## src/rtl/descrambler_byte_packer_if.sv

```systemverilog
// rtl/descrambler_byte_packer_if.sv - frame control, bit input and byte output bundle (service_err under DESCRAMBLER_SERVICE_CHECK_EN)
interface descrambler_byte_packer_if #(
   parameter int LEN_W = 12
);
   logic             start;
   logic [LEN_W-1:0] psdu_length;
   logic             data_in;
   logic             valid_in;
   logic [7:0]       byte_out;
   logic             byte_valid;
   logic             last_byte;
   logic [6:0]       seed_out;
   logic             busy;
   logic             done;
`ifdef DESCRAMBLER_SERVICE_CHECK_EN
   logic             service_err;
`endif

   modport master (
      output start, psdu_length, data_in, valid_in,
`ifdef DESCRAMBLER_SERVICE_CHECK_EN
      input  service_err,
`endif
      input  byte_out, byte_valid, last_byte, seed_out, busy, done
   );

   modport slave (
      input  start, psdu_length, data_in, valid_in,
`ifdef DESCRAMBLER_SERVICE_CHECK_EN
      output service_err,
`endif
      output byte_out, byte_valid, last_byte, seed_out, busy, done
   );
endinterface

```

## src/rtl/descrambler_byte_packer.sv

```systemverilog
// rtl/descrambler_byte_packer.sv - recovers scrambler seed from SERVICE, descrambles PSDU bits and packs them LSB-first into bytes
// Optional SERVICE-bit check output service_err enabled by DESCRAMBLER_SERVICE_CHECK_EN.
module descrambler_byte_packer #(
   parameter int LEN_W     = 12,
   parameter int SEED_BITS = 7
) (
   input logic                      clk,
   input logic                      reset,
   descrambler_byte_packer_if.slave bus
);
   localparam int CNT_W    = LEN_W + 3;
   localparam int SVC_BITS = 16 - SEED_BITS;

   typedef enum logic [2:0] {IDLE, SEED, SERVICE, DATA, DONE} state_t;

   state_t           state;
   logic [7:1]       s;
   logic [CNT_W-1:0] bit_cnt;
   logic [LEN_W-1:0] len_q;
   logic [7:0]       shreg;
   logic             fb;
   logic             dbit;
   logic [7:0]       next_byte;
   logic [CNT_W-1:0] total_bits;
`ifdef DESCRAMBLER_SERVICE_CHECK_EN
   logic             svc_acc;
`endif

   // Additive descrambler: state is fed by its own feedback, not by the received bit.
   assign fb         = s[7] ^ s[4];
   assign dbit       = bus.data_in ^ fb;
   assign next_byte  = {dbit, shreg[7:1]};
   assign total_bits = {len_q, 3'b000};

   always_ff @(posedge clk) begin
      if (reset) begin
         state          <= IDLE;
         s              <= '0;
         bit_cnt        <= '0;
         len_q          <= '0;
         shreg          <= '0;
         bus.byte_out   <= '0;
         bus.byte_valid <= 1'b0;
         bus.last_byte  <= 1'b0;
         bus.seed_out   <= '0;
         bus.busy       <= 1'b0;
         bus.done       <= 1'b0;
`ifdef DESCRAMBLER_SERVICE_CHECK_EN
         svc_acc         <= 1'b0;
         bus.service_err <= 1'b0;
`endif
      end else begin
         bus.byte_valid <= 1'b0;
         bus.last_byte  <= 1'b0;
         bus.done       <= 1'b0;
         case (state)
            IDLE: begin
               if (bus.start) begin
                  state    <= SEED;
                  len_q    <= bus.psdu_length;
                  bit_cnt  <= '0;
                  shreg    <= '0;
                  bus.busy <= 1'b1;
`ifdef DESCRAMBLER_SERVICE_CHECK_EN
                  svc_acc         <= 1'b0;
                  bus.service_err <= 1'b0;
`endif
               end
            end
            SEED: begin
               if (bus.valid_in) begin
                  s <= {s[6:1], bus.data_in};
                  if (bit_cnt == CNT_W'(SEED_BITS - 1)) begin
                     state        <= SERVICE;
                     bit_cnt      <= '0;
                     bus.seed_out <= {s[6:1], bus.data_in};
                  end else begin
                     bit_cnt <= bit_cnt + CNT_W'(1);
                  end
               end
            end
            SERVICE: begin
               if (bus.valid_in) begin
                  s <= {s[6:1], fb};
                  if (bit_cnt == CNT_W'(SVC_BITS - 1)) begin
                     bit_cnt <= '0;
`ifdef DESCRAMBLER_SERVICE_CHECK_EN
                     bus.service_err <= svc_acc | dbit;
`endif
                     if (len_q == '0) begin
                        state    <= DONE;
                        bus.done <= 1'b1;
                        bus.busy <= 1'b0;
                     end else begin
                        state <= DATA;
                     end
                  end else begin
                     bit_cnt <= bit_cnt + CNT_W'(1);
`ifdef DESCRAMBLER_SERVICE_CHECK_EN
                     svc_acc <= svc_acc | dbit;
`endif
                  end
               end
            end
            DATA: begin
               if (bus.valid_in) begin
                  s       <= {s[6:1], fb};
                  shreg   <= next_byte;
                  bit_cnt <= bit_cnt + CNT_W'(1);
                  if (bit_cnt[2:0] == 3'd7) begin
                     bus.byte_out   <= next_byte;
                     bus.byte_valid <= 1'b1;
                  end
                  if (bit_cnt == total_bits - CNT_W'(1)) begin
                     bus.last_byte <= 1'b1;
                     state         <= DONE;
                     bus.done      <= 1'b1;
                     bus.busy      <= 1'b0;
                  end
               end
            end
            DONE: begin
               state <= IDLE;
            end
            default: begin
               state <= IDLE;
            end
         endcase
      end
   end
endmodule

```

## src/flat_wrapper.sv

```systemverilog
// flat-port wrapper written by rule: the top's interface ports become plain ports
module descrambler_byte_packer_flat 
#(
   parameter int LEN_W     = 12,
   parameter int SEED_BITS = 7
)
  (clk, reset, bus_start, bus_psdu_length, bus_data_in, bus_valid_in, bus_byte_out, bus_byte_valid, bus_last_byte, bus_seed_out, bus_busy, bus_done);
  descrambler_byte_packer_if #(.LEN_W(LEN_W)) bus_i ();
  input logic clk;
  input logic reset;
  input wire logic [$bits(bus_i.start)-1:0] bus_start;
  input wire logic [$bits(bus_i.psdu_length)-1:0] bus_psdu_length;
  input wire logic [$bits(bus_i.data_in)-1:0] bus_data_in;
  input wire logic [$bits(bus_i.valid_in)-1:0] bus_valid_in;
  output wire logic [$bits(bus_i.byte_out)-1:0] bus_byte_out;
  output wire logic [$bits(bus_i.byte_valid)-1:0] bus_byte_valid;
  output wire logic [$bits(bus_i.last_byte)-1:0] bus_last_byte;
  output wire logic [$bits(bus_i.seed_out)-1:0] bus_seed_out;
  output wire logic [$bits(bus_i.busy)-1:0] bus_busy;
  output wire logic [$bits(bus_i.done)-1:0] bus_done;
  assign bus_i.start = bus_start;
  assign bus_i.psdu_length = bus_psdu_length;
  assign bus_i.data_in = bus_data_in;
  assign bus_i.valid_in = bus_valid_in;
  assign bus_byte_out = bus_i.byte_out;
  assign bus_byte_valid = bus_i.byte_valid;
  assign bus_last_byte = bus_i.last_byte;
  assign bus_seed_out = bus_i.seed_out;
  assign bus_busy = bus_i.busy;
  assign bus_done = bus_i.done;
  descrambler_byte_packer #(.LEN_W(LEN_W), .SEED_BITS(SEED_BITS)) u_core (.clk(clk), .reset(reset), .bus(bus_i));
endmodule
```

## config.mk

```make
export PLATFORM = sky130hd
export DESIGN_NAME = descrambler_byte_packer_flat
export DESIGN_NICKNAME = d
export VERILOG_FILES = /design/src/rtl/descrambler_byte_packer_if.sv /design/src/rtl/descrambler_byte_packer.sv /design/src/flat_wrapper.sv
export SDC_FILE = /design/constraint.sdc
export NUM_CORES = 1
export LEC_CHECK = 0
export BUFFER_PORTS_ARGS = -buffer_cell sky130_fd_sc_hd__buf_2
export CORE_MARGIN = 2
export CORE_UTILIZATION = 45
export DETAILED_ROUTE_END_ITERATION = 10
export GPL_ROUTABILITY_DRIVEN = 0
export PLACE_DENSITY = 0.69
export SYNTH_ARGS = -nofsm -noshare
export SYNTH_HDL_FRONTEND = slang
export SYNTH_SLANG_ARGS = --single-unit
```

## constraint.sdc

```tcl
create_clock -name clk -period 4.96 [get_ports clk]
set_input_delay 0 -clock clk [delete_from_list [all_inputs] [get_ports clk]]
set_output_delay 0 -clock clk [all_outputs]
set_load 0.1 [all_outputs]
```

## Yosys cells after proc, flatten, opt, wreduce, memory -nomap -nowiden

Cells that the tools add are included.

| operators by class | value |
|---|---|
| $add $sub $neg | 2 |
| equal/unequal tests | 16 |
| multiplexer cells | 36 |
| bitwise gates (word level) | 4 |
| reduce and logical (&&, ||, !) cells | 17 |

Operator list:

| cell | number |
|---|---|
| $mux 15 | 6 |
| $pmux 15 s4 | 1 |
| $mux 3 | 8 |
| $mux 8 | 2 |
| $pmux 8 s2 | 1 |
| $add 15x1->15 const B | 1 |
| $eq 15x15->1 | 1 |
| $eq 15x3->1 const B | 1 |
| $eq 15x4->1 const B | 1 |
| $sub 15x1->15 const B | 1 |
| $mux 7 | 2 |
| $pmux 7 s2 | 1 |
| $reduce_and 7->1 | 2 |
| $logic_not 12->1 | 1 |
| $mux 1 | 12 |
| $pmux 3 s4 | 1 |
| $reduce_and 3->1 | 4 |
| $ne 2x1->1 const B | 5 |
| $ne 2x2->1 const B | 4 |
| $eq 3x2->1 const B | 2 |
| $reduce_and 5->1 | 1 |
| $reduce_bool 2->1 | 2 |
| $reduce_bool 4->1 | 1 |
| $reduce_or 2->1 | 2 |
| 10 further kinds | 12 |

| word-level totals | value |
|---|---|
| register bits after elaboration | 64 |
| input port bits | 17 |
| output and inout port bits | 19 |
| logic and storage cells | 86 |

## Longest topological paths before layout

Gate-level depths: netlist of run 1.

| depth | value |
|---|---|
| depth after elaboration | 5 |
| depth in mapped cells | 9 |
| depth with buffers taken out | 8 |

## Worst setup path before layout of run 1

Ideal clock, no wire load.

| timing | value |
|---|---|
| path kind | register to register |
| from | register u_core.len_q[2] |
| to | register u_core.state[2] |
| library setup time | 86 ps |
| arrival | 2010 ps |
| required time | 4874 ps |
| path slack | 2864 ps |
| cell stages (with the launch flop) | 7 |
| buffers on the path | 0 |
| period minus slack after synthesis | 2096 ps |
| path through | dfxtp_1 or4_4 or3_1 a21o_1 a221oi_2 nand4_1 a211oi_1 |

| between the ends | value |
|---|---|
| longest elaborated chain between the ends | 5 |
| elaborated cells on any way between the ends | 9 |
| classes of those cells | 1 x add/sub; 2 x eq/ne; 4 x mux; 2 x reduce/logical |

Ends and longest elaborated chain:

| element | RTL line | text |
|---|---|---|
| start: declaration | descrambler_byte_packer.sv:19 | `logic [LEN_W-1:0] len_q;` |
| start signal: assignment | descrambler_byte_packer.sv:60 | `len_q <= bus.psdu_length;` |
| parallel branches: the longest is 5 deep, another holds $sub 15x1->15 | -- |  |
| end signal: assignment | descrambler_byte_packer.sv:59 | `state <= SEED;` |
| end signal: assignment | descrambler_byte_packer.sv:91 | `state <= DONE;` |
| end signal: assignment | descrambler_byte_packer.sv:95 | `state <= DATA;` |
| end: declaration | descrambler_byte_packer.sv:16 | `state_t state;` |

Several ways; the timed one is not identified. The select of a mux whose other input is x is not followed.
A chain may end at the register's enable or synchronous reset.

## Worst setup path in the final report of run 1

| timing | value |
|---|---|
| from | register u_core.len_q[0] |
| to | register u_core.bus.done |

| between the ends | value |
|---|---|
| longest elaborated chain between the ends | 5 |
| elaborated cells on any way between the ends | 9 |
| classes of those cells | 1 x add/sub; 1 x eq/ne; 6 x mux; 1 x reduce/logical |

Ends and longest elaborated chain:

| element | RTL line | text |
|---|---|---|
| $sub 15x1->15 or $logic_not 12->1 (tied branches) | descrambler_byte_packer.sv:114, descrambler_byte_packer.sv:90 |  |
| $eq 15x15->1 or $mux 1 (tied branches) | descrambler_byte_packer.sv:114, descrambler_byte_packer.sv:90 |  |
| $mux 1 (on tied branches) | descrambler_byte_packer.sv:114, descrambler_byte_packer.sv:85 |  |
| $mux 1 (on tied branches) | descrambler_byte_packer.sv:106, descrambler_byte_packer.sv:83 |  |
| $pmux 1 s2 * | descrambler_byte_packer.sv:56 | `case (state)` |
| end signal: assignment | descrambler_byte_packer.sv:47 | `bus.done <= 1'b0;` |
| end signal: assignment | descrambler_byte_packer.sv:55 | `bus.done <= 1'b0;` |
| end signal: assignment | descrambler_byte_packer.sv:117 | `bus.done <= 1'b1;` |
| end: declaration | descrambler_byte_packer_if.sv:32 | `output byte_out, byte_valid, last_byte, seed_out, busy, done` |

Mark *: on every way between the ends. The rest lies on a longest branch, timed or not.

==> flow_summary.rst, run 1 <==
.. list-table::
   :header-rows: 1

   * - Metric
     - Value
   * - Routed length on met2
     - 3.18 mm
   * - Final clock skew
     - 0.00719 ns
   * - Max_slew headroom
     - 22.8%
   * - Mean routed wirelength per cell
     - 13.5 um
   * - Initial DRC count
     - 134
   * - Min Tclk post-route
     - 2.44 ns
   * - Total setup violations reported at the end of the flow
     - 0
   * - Cell row count
     - 29
   * - Post CTS Setup Buffer Count
     - 0
   * - Fmax
     - 410 MHz
   * - Part of the cycle the worst path needs
     - 49.2%
   * - Die height
     - 85.9 um
   * - EDFF count, synth
     - 0
   * - Count of cells along the worst hold path
     - 3
   * - DR vias
     - 2657
   * - Share of synthesized area occupied by flip-flops and latches
     - 41.8%
   * - Number of clock sinks
     - 63
   * - Distinct cell type count of the synthesized netlist
     - 47
   * - Hold Vio Cnt, Final
     - 0
   * - First-pass GRT wire length
     - 11.6 mm
   * - Pin count of the biggest net entering global routing
     - 53
   * - Launching element type of the critical path
     - register
   * - Placement Setup Slack
     - 2.53 ns
   * - Area of the mapped netlist
     - 0.00302 mm^2
   * - Unrepaired setup endpoints after global routing
     - no
   * - Synthesized area per cell
     - 8.19 um^2
   * - Max-cap viol count
     - 0
   * - Worst-case hold path end point
     - u_core.bus.last_byte
   * - Run status
     - finished, violations left
   * - Violated checks
     - design-rule violations
   * - Final nets
     - 428
   * - Hold crit path type
     - primary input to register
   * - Number of global-route vias before repair
     - 2615
   * - Transition at the pin with the smallest max-transition slack
     - 1.16 ns
   * - Clock tree from TritonCTS
     - done
   * - Area occupied by registers
     - 0.00126 mm^2
   * - Ratio of total power to cell area
     - 316 mW/mm^2
   * - Multi-input logic area
     - 0.00165 mm^2
   * - H-tree depth
     - 3
   * - Dominant synthesized flop cell
     - sky130_fd_sc_hd__dfxtp_1
   * - Worst hold margin
     - 0.129 ns
   * - Skew-Pair Late Insertion Delay
     - 0.34 ns
   * - Layout area overhead
     - 17.1%
   * - Post-Syn Instances
     - 368
   * - Number of buffers added by the clock tree synthesis step
     - 9
   * - Number of antenna violations at the first check in global routing
     - 0
   * - Post-synth ARST share
     - 0%
   * - CTS Buffer Depth
     - 2
   * - Critical path cell sequence
     - inv_1, ha_1, or3b_1, nor4b_1, o21ai_0, a221oi_2, nand4_1, a211oi_1
   * - Filler Cell Count
     - 597
   * - Die outline area
     - 0.00737 mm^2
   * - Total negative slack
     - 0 ns
   * - Port-buffer cells
     - 35
   * - Die X
     - 85.9 um
   * - Synth Net Count
     - 391
   * - Crit. End Element
     - register
   * - Router iterations before antenna repair
     - 7
   * - Core area
     - 0.00642 mm^2
   * - Number of nets with antenna violations after detailed routing
     - 0
   * - Routed met3 length
     - 304 um
   * - Starting density of the core
     - 47.0%
   * - Wirelength, routed
     - 6.57 mm
   * - CTS clk-pin slew, worst paths
     - 0.07 ns
   * - Io pins
     - 36
   * - Sum of routed wire segments on met1
     - 2.99 mm
   * - GRT overflow
     - 0
   * - Slowest cell on the critical path
     - sky130_fd_sc_hd__or3b_1
   * - Buffer type at the clock tree root
     - sky130_fd_sc_hd__clkbuf_8
   * - Start point of the worst min-delay path
     - bus_valid_in
   * - Detailed placement HPWL
     - 4.57 mm
   * - Worst vdd ir
     - 0.236 mV
   * - Largest stage delay, worst path
     - 0.45 ns
   * - Top routing layer used
     - met4
   * - Layout cells sized above 1
     - 13.9%
   * - Total routing usage reported by global routing
     - 19.7%
   * - R2r startpoint
     - u_core.len_q[0]
   * - Max Fanout on Critical Path
     - 6
   * - Count of final max-slew check failures
     - 0
   * - Avg Vias per Cell
     - 5.46
   * - Worst reg2reg path depth
     - 8
   * - Reg-to-reg endpoint
     - u_core.bus.done
   * - Critical path data arrival time
     - 2.69 ns
   * - DRC errors left
     - 1
   * - Setup Crit Path Kind
     - register to register
   * - Leakage Power
     - 1.40 nW
   * - Most common cell after layout, fill and taps aside
     - sky130_fd_sc_hd__dfxtp_1
   * - Worst-case register-to-register setup slack
     - 2.52 ns
   * - Antenna diode count
     - 0
   * - Final worst slack
     - 2.52 ns
   * - Worst endpoint required time
     - 5.21 ns
   * - Synthesis-stage register bit count
     - 63
   * - Yosys warning count
     - 0
   * - Commonest non-fill, non-tap cells in the layout
     - sky130_fd_sc_hd__dfxtp_1 (63), sky130_fd_sc_hd__nand2_1 (53), sky130_fd_sc_hd__nor2_1 (38)
==> cells by family after synthesis <==
family	count (synthesis)	share of synthesized area, %
AO/OA/AOI/OAI	60	12.3
XOR/XNOR	28	8.13
adder cells (fa/ha/maj)	6	2.49
buffers and inverters	28	3.53
flip-flops	63	41.8
multiplexers	14	4.65
AND/OR/NAND/NOR	169	27.1
==> metal layers <==
| metal | vias up | track usage [%] |
|---|---|---|
| met5 | - | 0 |
| met1 | 1247 | 24.1 |
| met2 | 56 | 31.8 |
| li1 | 1346 | - |
| met3 | 8 | 5.97 |
| met4 | 0 | 8.66 |
==> layout make-up <==
| type | instances | area share [%] |
|---|---|---|
| Timing Repair Buffer | 48 | 8.65 |
| Multi-Input combinational cell | 277 | 46.9 |
| Clock inverter | 5 | 1.67 |
| Clock buffer | 11 | 3.72 |
| Sequential cell | 63 | 35.7 |
| Tap cell | 77 | 2.73 |
| Inverter | 6 | 0.638 |
==> power breakdown <==
part	switching (W)	internal [W]	total, W
Sequential	0.0000175	0.000517	0.000535
Combinational	0.0000878	0.0000611	0.000149
Clock	0.000200	0.000232	0.000432
==> critical path: cells and delay by family, from the launching register on <==
family,cells,cell delay [ns]
AND/OR/NAND/NOR,3,0.87
AO/OA/AOI/OAI,3,0.78
buffers and inverters,1,0.11
adder cells (fa/ha/maj),1,0.23
flip-flops,1,0.37
==> registers in the layout, summed over array words and instances, names as in the netlist, 3 cells and up <==
register and flops:
u_core.bit_cnt 15, u_core.shreg 7, u_core.s 7, u_core.state 3, u_core.bus.seed_out 7, u_core.bus.byte_out 8
u_core.len_q 12
==> through the flow <==
step | total power, W | cell area, um^2 | std cells | util [%]
finish | 0.00112 | 3530 | 487 | 55.0
global route | 0.00117 | 3530 | 487 | 55.0
CTS | 0.00113 | 3530 | 487 | 55.0
detailed placement | 0.000686 | 3210 | 458 | 50.0
global placement | 0.000684 | 3210 | 458 | 50.0
floorplan | 0.000654 | 3020 | 368 | -
==> cells in the mapped netlist, types with 2 or more instances <==
| library cell | number | share of area (%) |
|---|---|---|
| sky130_fd_sc_hd__a21oi_1 | 33 | 5.5 |
| sky130_fd_sc_hd__o21ai_0 | 5 | 0.83 |
| sky130_fd_sc_hd__nor4_1 | 7 | 1.5 |
| sky130_fd_sc_hd__mux2i_1 | 14 | 4.6 |
| sky130_fd_sc_hd__and3_1 | 3 | 0.62 |
| sky130_fd_sc_hd__o21a_1 | 2 | 0.50 |
| sky130_fd_sc_hd__a21o_1 | 2 | 0.50 |
| sky130_fd_sc_hd__nand4_1 | 5 | 1.0 |
| sky130_fd_sc_hd__inv_1 | 6 | 0.75 |
| sky130_fd_sc_hd__nor3b_1 | 3 | 0.75 |
| sky130_fd_sc_hd__nor2_1 | 38 | 4.7 |
| sky130_fd_sc_hd__clkbuf_1 | 20 | 2.5 |
| sky130_fd_sc_hd__xnor2_1 | 18 | 5.2 |
| sky130_fd_sc_hd__nand3_1 | 30 | 5.0 |
| sky130_fd_sc_hd__nor4b_1 | 2 | 0.58 |
| sky130_fd_sc_hd__and2_1 | 3 | 0.62 |
| sky130_fd_sc_hd__nand2_1 | 53 | 6.6 |
| sky130_fd_sc_hd__nand3b_1 | 2 | 0.50 |
| sky130_fd_sc_hd__xor2_1 | 10 | 2.9 |
| sky130_fd_sc_hd__or3_1 | 3 | 0.62 |
| sky130_fd_sc_hd__a211oi_1 | 4 | 1.0 |
| sky130_fd_sc_hd__nor4_2 | 2 | 0.83 |
| sky130_fd_sc_hd__ha_1 | 6 | 2.5 |
| sky130_fd_sc_hd__dfxtp_1 | 63 | 42 |
| sky130_fd_sc_hd__nor2b_1 | 3 | 0.62 |
| sky130_fd_sc_hd__nor3_1 | 10 | 1.7 |
==> how the worst max path moves through the flow <==
stage | from | endpoint | slack, ns | cells past startpoint
floorplan | u_core.len_q[2] | u_core.state[2] | 2.86 | 6
global placement | u_core.len_q[0] | u_core.bus.done | 2.55 | 8
detailed placement | u_core.bit_cnt[10] | u_core.bit_cnt[5] | 2.53 | 6
CTS | u_core.bit_cnt[10] | u_core.bit_cnt[5] | 2.51 | 6
global route | u_core.len_q[0] | u_core.state[2] | 2.17 | 8
finish | u_core.len_q[0] | u_core.bus.done | 2.52 | 8
==> repair_timing <==
action                                 CTS  global route
gates resized for setup                  0             0
endpoints found under the hold margin   13             0
setup endpoints to repair                0             0
hold buffers                            13             0
No activity file was read; power rests on OpenSTA's default activity.
==> run 2, diff against run 1 <==
- ABC_AREA: unset -> 1
- clock period: 4.96 -> 2.5 ns (I/O delays scaled with it)
==> flow_summary.rst, run 2 <==
.. list-table::
   :header-rows: 1

   * - Metric
     - Value
   * - Number of clock sinks
     - 63 (unchanged)
   * - Worst reg2reg path depth
     - 13 (+5)
   * - Wirelength, routed
     - 7.31 mm (+11%)
   * - Dominant synthesized flop cell
     - sky130_fd_sc_hd__dfxtp_1
   * - Min Tclk post-route
     - 2.09 ns (-0.350 ns)
   * - Layout cells sized above 1
     - 13.9% (+0.037 points)
   * - Area of the mapped netlist
     - 0.00308 mm^2 (+2.0%)
   * - CTS Buffer Depth
     - 2 (unchanged)
   * - Transition at the pin with the smallest max-transition slack
     - 0.632 ns (-0.523 ns)
   * - Die X
     - 86.7 um (+0.96%)
   * - H-tree depth
     - 3 (unchanged)
   * - Setup Crit Path Kind
     - register to register
   * - Antenna diode count
     - 0 (unchanged)
   * - Slowest cell on the critical path
     - sky130_fd_sc_hd__dfxtp_1
   * - GRT overflow
     - 0 (unchanged)
   * - Ratio of total power to cell area
     - 876 mW/mm^2 (+180%)
   * - Fraction of power consumed by sequential logic
     - 38.0% (-9.9 points)
   * - Distinct cell type count of the synthesized netlist
     - 29 (-38%)
   * - Multi-input logic area
     - 0.00153 mm^2 (-7.6%)
   * - Final clock skew
     - 0.0110 ns (+0.00378 ns)
   * - Initial DRC count
     - 143 (+6.7%)
   * - Yosys warning count
     - 0 (unchanged)
   * - Critical path data arrival time
     - 2.33 ns (-0.36 ns)
   * - Library cell appearing most often on the critical path
     - sky130_fd_sc_hd__nand2_1
   * - Total setup violations reported at the end of the flow
     - 0 (unchanged)
   * - Reg-to-reg endpoint
     - u_core.state[1]
   * - Net switching power figure
     - 0.00125 W (+310%)
   * - Detailed placement HPWL
     - 5.45 mm (+19%)
   * - Max_slew headroom
     - 57.8% (+35 points)
   * - Buffers and inverters on the worst path
     - 1 (unchanged)
   * - EDFF count, synth
     - 0 (unchanged)
   * - Worst vdd ir
     - 0.484 mV (+100%)
   * - Post-synth ARST share
     - 0% (unchanged)
   * - Launch point of the worst path
     - u_core.len_q[0]
   * - CTS clk-pin slew, worst paths
     - 0.08 ns (about the same)
   * - Final standard cell utilization of the core
     - 54.8% (-0.17 points)
   * - Cell row count
     - 30 (+3.4%)
   * - Pin count of the biggest net entering global routing
     - 24 (-55%)
   * - Crit path to
     - u_core.state[1]
   * - Crit. End Element
     - register
   * - First-pass GRT wire length
     - 12.2 mm (+4.4%)
   * - Max Fanout on Critical Path
     - 6 (unchanged)
   * - Clock tree from TritonCTS
     - done
   * - Synth cell count leaders
     - sky130_fd_sc_hd__nand2_1 (74), sky130_fd_sc_hd__dfxtp_1 (63), sky130_fd_sc_hd__inv_1 (63)
   * - Number of cells in the finished layout apart from fillers
     - 575 (+18%)
   * - Number of nets with antenna violations after detailed routing
     - 0 (unchanged)
   * - Largest register by flop count
     - u_core.bit_cnt
   * - Port-buffer cells
     - 35 (unchanged)
   * - Fmax
     - 478 MHz (+17%)
   * - Area after DPL
     - 0.00333 mm^2 (+3.9%)
   * - Area occupied by registers
     - 0.00126 mm^2 (unchanged)
   * - Commonest non-fill, non-tap cells in the layout
     - sky130_fd_sc_hd__nand2_1 (74), sky130_fd_sc_hd__inv_1 (63), sky130_fd_sc_hd__dfxtp_1 (63)
   * - Total negative slack
     - 0 ns (unchanged)
   * - Count of final max-slew check failures
     - 0 (unchanged)
   * - Worst endpoint required time
     - 2.74 ns (-2.47 ns)
   * - Filler Cell Count
     - 638 (+6.9%)
   * - Total routing usage reported by global routing
     - 20.9% (+1.3 points)
   * - R2r startpoint
     - u_core.len_q[0]
   * - Cell type contributing the most total cell area after synthesis
     - sky130_fd_sc_hd__dfxtp_1
   * - Share of synthesized area occupied by flip-flops and latches
     - 41.0% (-0.83 points)
   * - Part of the total power dissipated in combinational logic
     - 33.8% (+20 points)
   * - Number of buffers added by the clock tree synthesis step
     - 9 (unchanged)
   * - Leakage Power
     - 1.64 nW (+18%)
   * - Starting density of the core
     - 45.8% (-1.2 points)
   * - Core area
     - 0.00672 mm^2 (+4.6%)
   * - Run status
     - complete, no violations
   * - Final nets
     - 513 (+20%)
   * - Unrepaired setup endpoints after global routing
     - no
   * - Number of antenna violations at the first check in global routing
     - 0 (unchanged)
   * - Biggest area contributors in the synthesized netlist
     - sky130_fd_sc_hd__dfxtp_1 (41%), sky130_fd_sc_hd__nand2_1 (9.0%), sky130_fd_sc_hd__inv_1 (7.7%)
   * - Share of the synthesized area in the top cell type
     - 41.0% (-0.83 points)
   * - Worst path top cell family by delay
     - simple AND/OR/NAND/NOR gates
   * - Avg Vias per Cell
     - 5.10 (-6.5%)
   * - Internal power
     - 0.00197 W (+140%)
   * - Io pins
     - 36 (unchanged)
   * - Die outline area
     - 0.00751 mm^2 (+1.9%)
   * - Die height
     - 86.7 um (+0.96%)
   * - Synthesis-stage register bit count
     - 63 (unchanged)
   * - Mean routed wirelength per cell
     - 12.7 um (-5.7%)
   * - Router iterations before antenna repair
     - 5 (-2)
   * - Top flop regs
     - u_core.bit_cnt x15, u_core.len_q x12, u_core.bus.byte_out x8
   * - DR vias
     - 2934 (+10%)
   * - Final total power
     - 0.00322 W (+190%)
   * - Launching element type of the critical path
     - register
   * - Skew-Pair Late Insertion Delay
     - 0.35 ns (about the same)
   * - Part of the cycle the worst path needs
     - 83.7% (+34 points)
   * - Max reg flops
     - 15 (unchanged)
   * - Quantity of gates resized following cts
     - 0 (unchanged)
   * - Fraction of power spent switching nets
     - 38.9% (+12 points)
   * - Hold crit path type
     - primary input to register
   * - Post-Syn Instances
     - 437 (+19%)
   * - Hold Vio Cnt, Final
     - 0 (unchanged)
   * - Clock power share
     - 28.2% (-11 points)
   * - Worst-case register-to-register setup slack
     - 0.41 ns (-2.11 ns)
   * - DRC errors left
     - 0 (-1)
   * - Max-cap viol count
     - 0 (unchanged)
   * - Number of cells in the design after placement
     - 545 (+19%)
   * - Layout area overhead
     - 19.6%
   * - Buffer type at the clock tree root
     - sky130_fd_sc_hd__clkbuf_8
   * - WP depth
     - 13 (+5)
   * - Synthesized area per cell
     - 7.04 um^2 (-14%)
   * - Layout Cell Area excl Fill
     - 0.00368 mm^2 (+4.3%)
   * - Number of global-route vias before repair
     - 2733 (+4.5%)
   * - Largest stage delay, worst path
     - 0.33 ns (-0.12 ns)
   * - Most common cell after layout, fill and taps aside
     - sky130_fd_sc_hd__nand2_1
   * - Cell with the most instances after synthesis
     - sky130_fd_sc_hd__nand2_1
   * - Synth Net Count
     - 460 (+18%)
   * - Critical path cell sequence
     - inv_1, ha_1, nand2_1, o21ai_0, nand2_1, nand2_1, nand3_1, nor2_1, nand2_1, nand2_1, nand3_1, nand2_1, nor2_1
run 2: timing repair:
item	in CTS	in global routing
hold buffers	14	0
endpoints found under the setup margin	0	0
hold endpoints to repair	19	0
setup buffers	0	0
run 2: worst reg2reg max path: stages (launching register included):
cell	delay, ns
sky130_fd_sc_hd__dfxtp_1	0.33
sky130_fd_sc_hd__inv_1	0.13
sky130_fd_sc_hd__ha_1	0.27
sky130_fd_sc_hd__nand2_1	0.15
sky130_fd_sc_hd__o21ai_0	0.26
sky130_fd_sc_hd__nand2_1	0.09
sky130_fd_sc_hd__nand2_1	0.08
sky130_fd_sc_hd__nand3_1	0.08
sky130_fd_sc_hd__nor2_1	0.16
sky130_fd_sc_hd__nand2_1	0.08
sky130_fd_sc_hd__nand2_1	0.14
sky130_fd_sc_hd__nand3_1	0.09
sky130_fd_sc_hd__nand2_1	0.07
sky130_fd_sc_hd__nor2_1	0.05
run 2: cells by family (layout without fill, tap and decap cells):
logic type / count (synthesis) / after routing / synth area share [%]
compound gates: 93 / 93 / 16.1
xor+xnor: 15 / 15 / 4.27
fa+ha+maj: 6 / 6 / 2.44
buf+inv: 75 / 133 / 9.35
flops: 63 / 63 / 41.0
simple gates: 185 / 185 / 26.9
run 2: layout make-up:
class | count | share of cell area [%]
multi-input cells | 299 | 41.5
flip-flops and latches | 63 | 34.3
repair buffers | 53 | 9.38
inverters | 64 | 6.53
clock buffers | 10 | 3.74
well taps | 80 | 2.72
clock inverters | 6 | 1.87
run 2: metrics by stage:
stage,setup WS [ns],hold slack [ns]
after global routing,0.195,0.0680
after detailed placement,0.448,0.240
final,0.409,0.0702
after floorplan,0.776,0.0841
after CTS,0.422,0.0471
after global placement,0.534,0.225
run 2: how the worst min path moves through the flow:
stage                       startpoint                     to  slack, ns  cells past startpoint
floorplan                        reset  u_core.bus.byte_valid       0.08                      1
global placement    bus_psdu_length[9]        u_core.len_q[9]       0.23                      3
detailed placement  bus_psdu_length[5]        u_core.len_q[5]       0.24                      3
CTS                       bus_valid_in        u_core.bus.done       0.05                      3
global route              bus_valid_in        u_core.state[2]       0.07                      3
finish                    bus_valid_in        u_core.bus.done       0.07                      3
run 2: power groups by stage:
| stage | registers [W] | logic [W] | clock network, W |
|---|---|---|---|
| floorplan | 0.00126 | 0.000798 | 0 |
| global placement | 0.00124 | 0.00104 | 0 |
| detailed placement | 0.00124 | 0.00106 | 0 |
| CTS | 0.00122 | 0.00108 | 0.000931 |
| global route | 0.00124 | 0.00123 | 0.000974 |
| finish | 0.00123 | 0.00109 | 0.000910 |
run 2: per-layer routing:
metal,share of wire (%),GRT usage [%]
met3,4.6,6.10
met2,47,34.8
met4,1.1,6.96
met5,0,0
met1,47,26.0
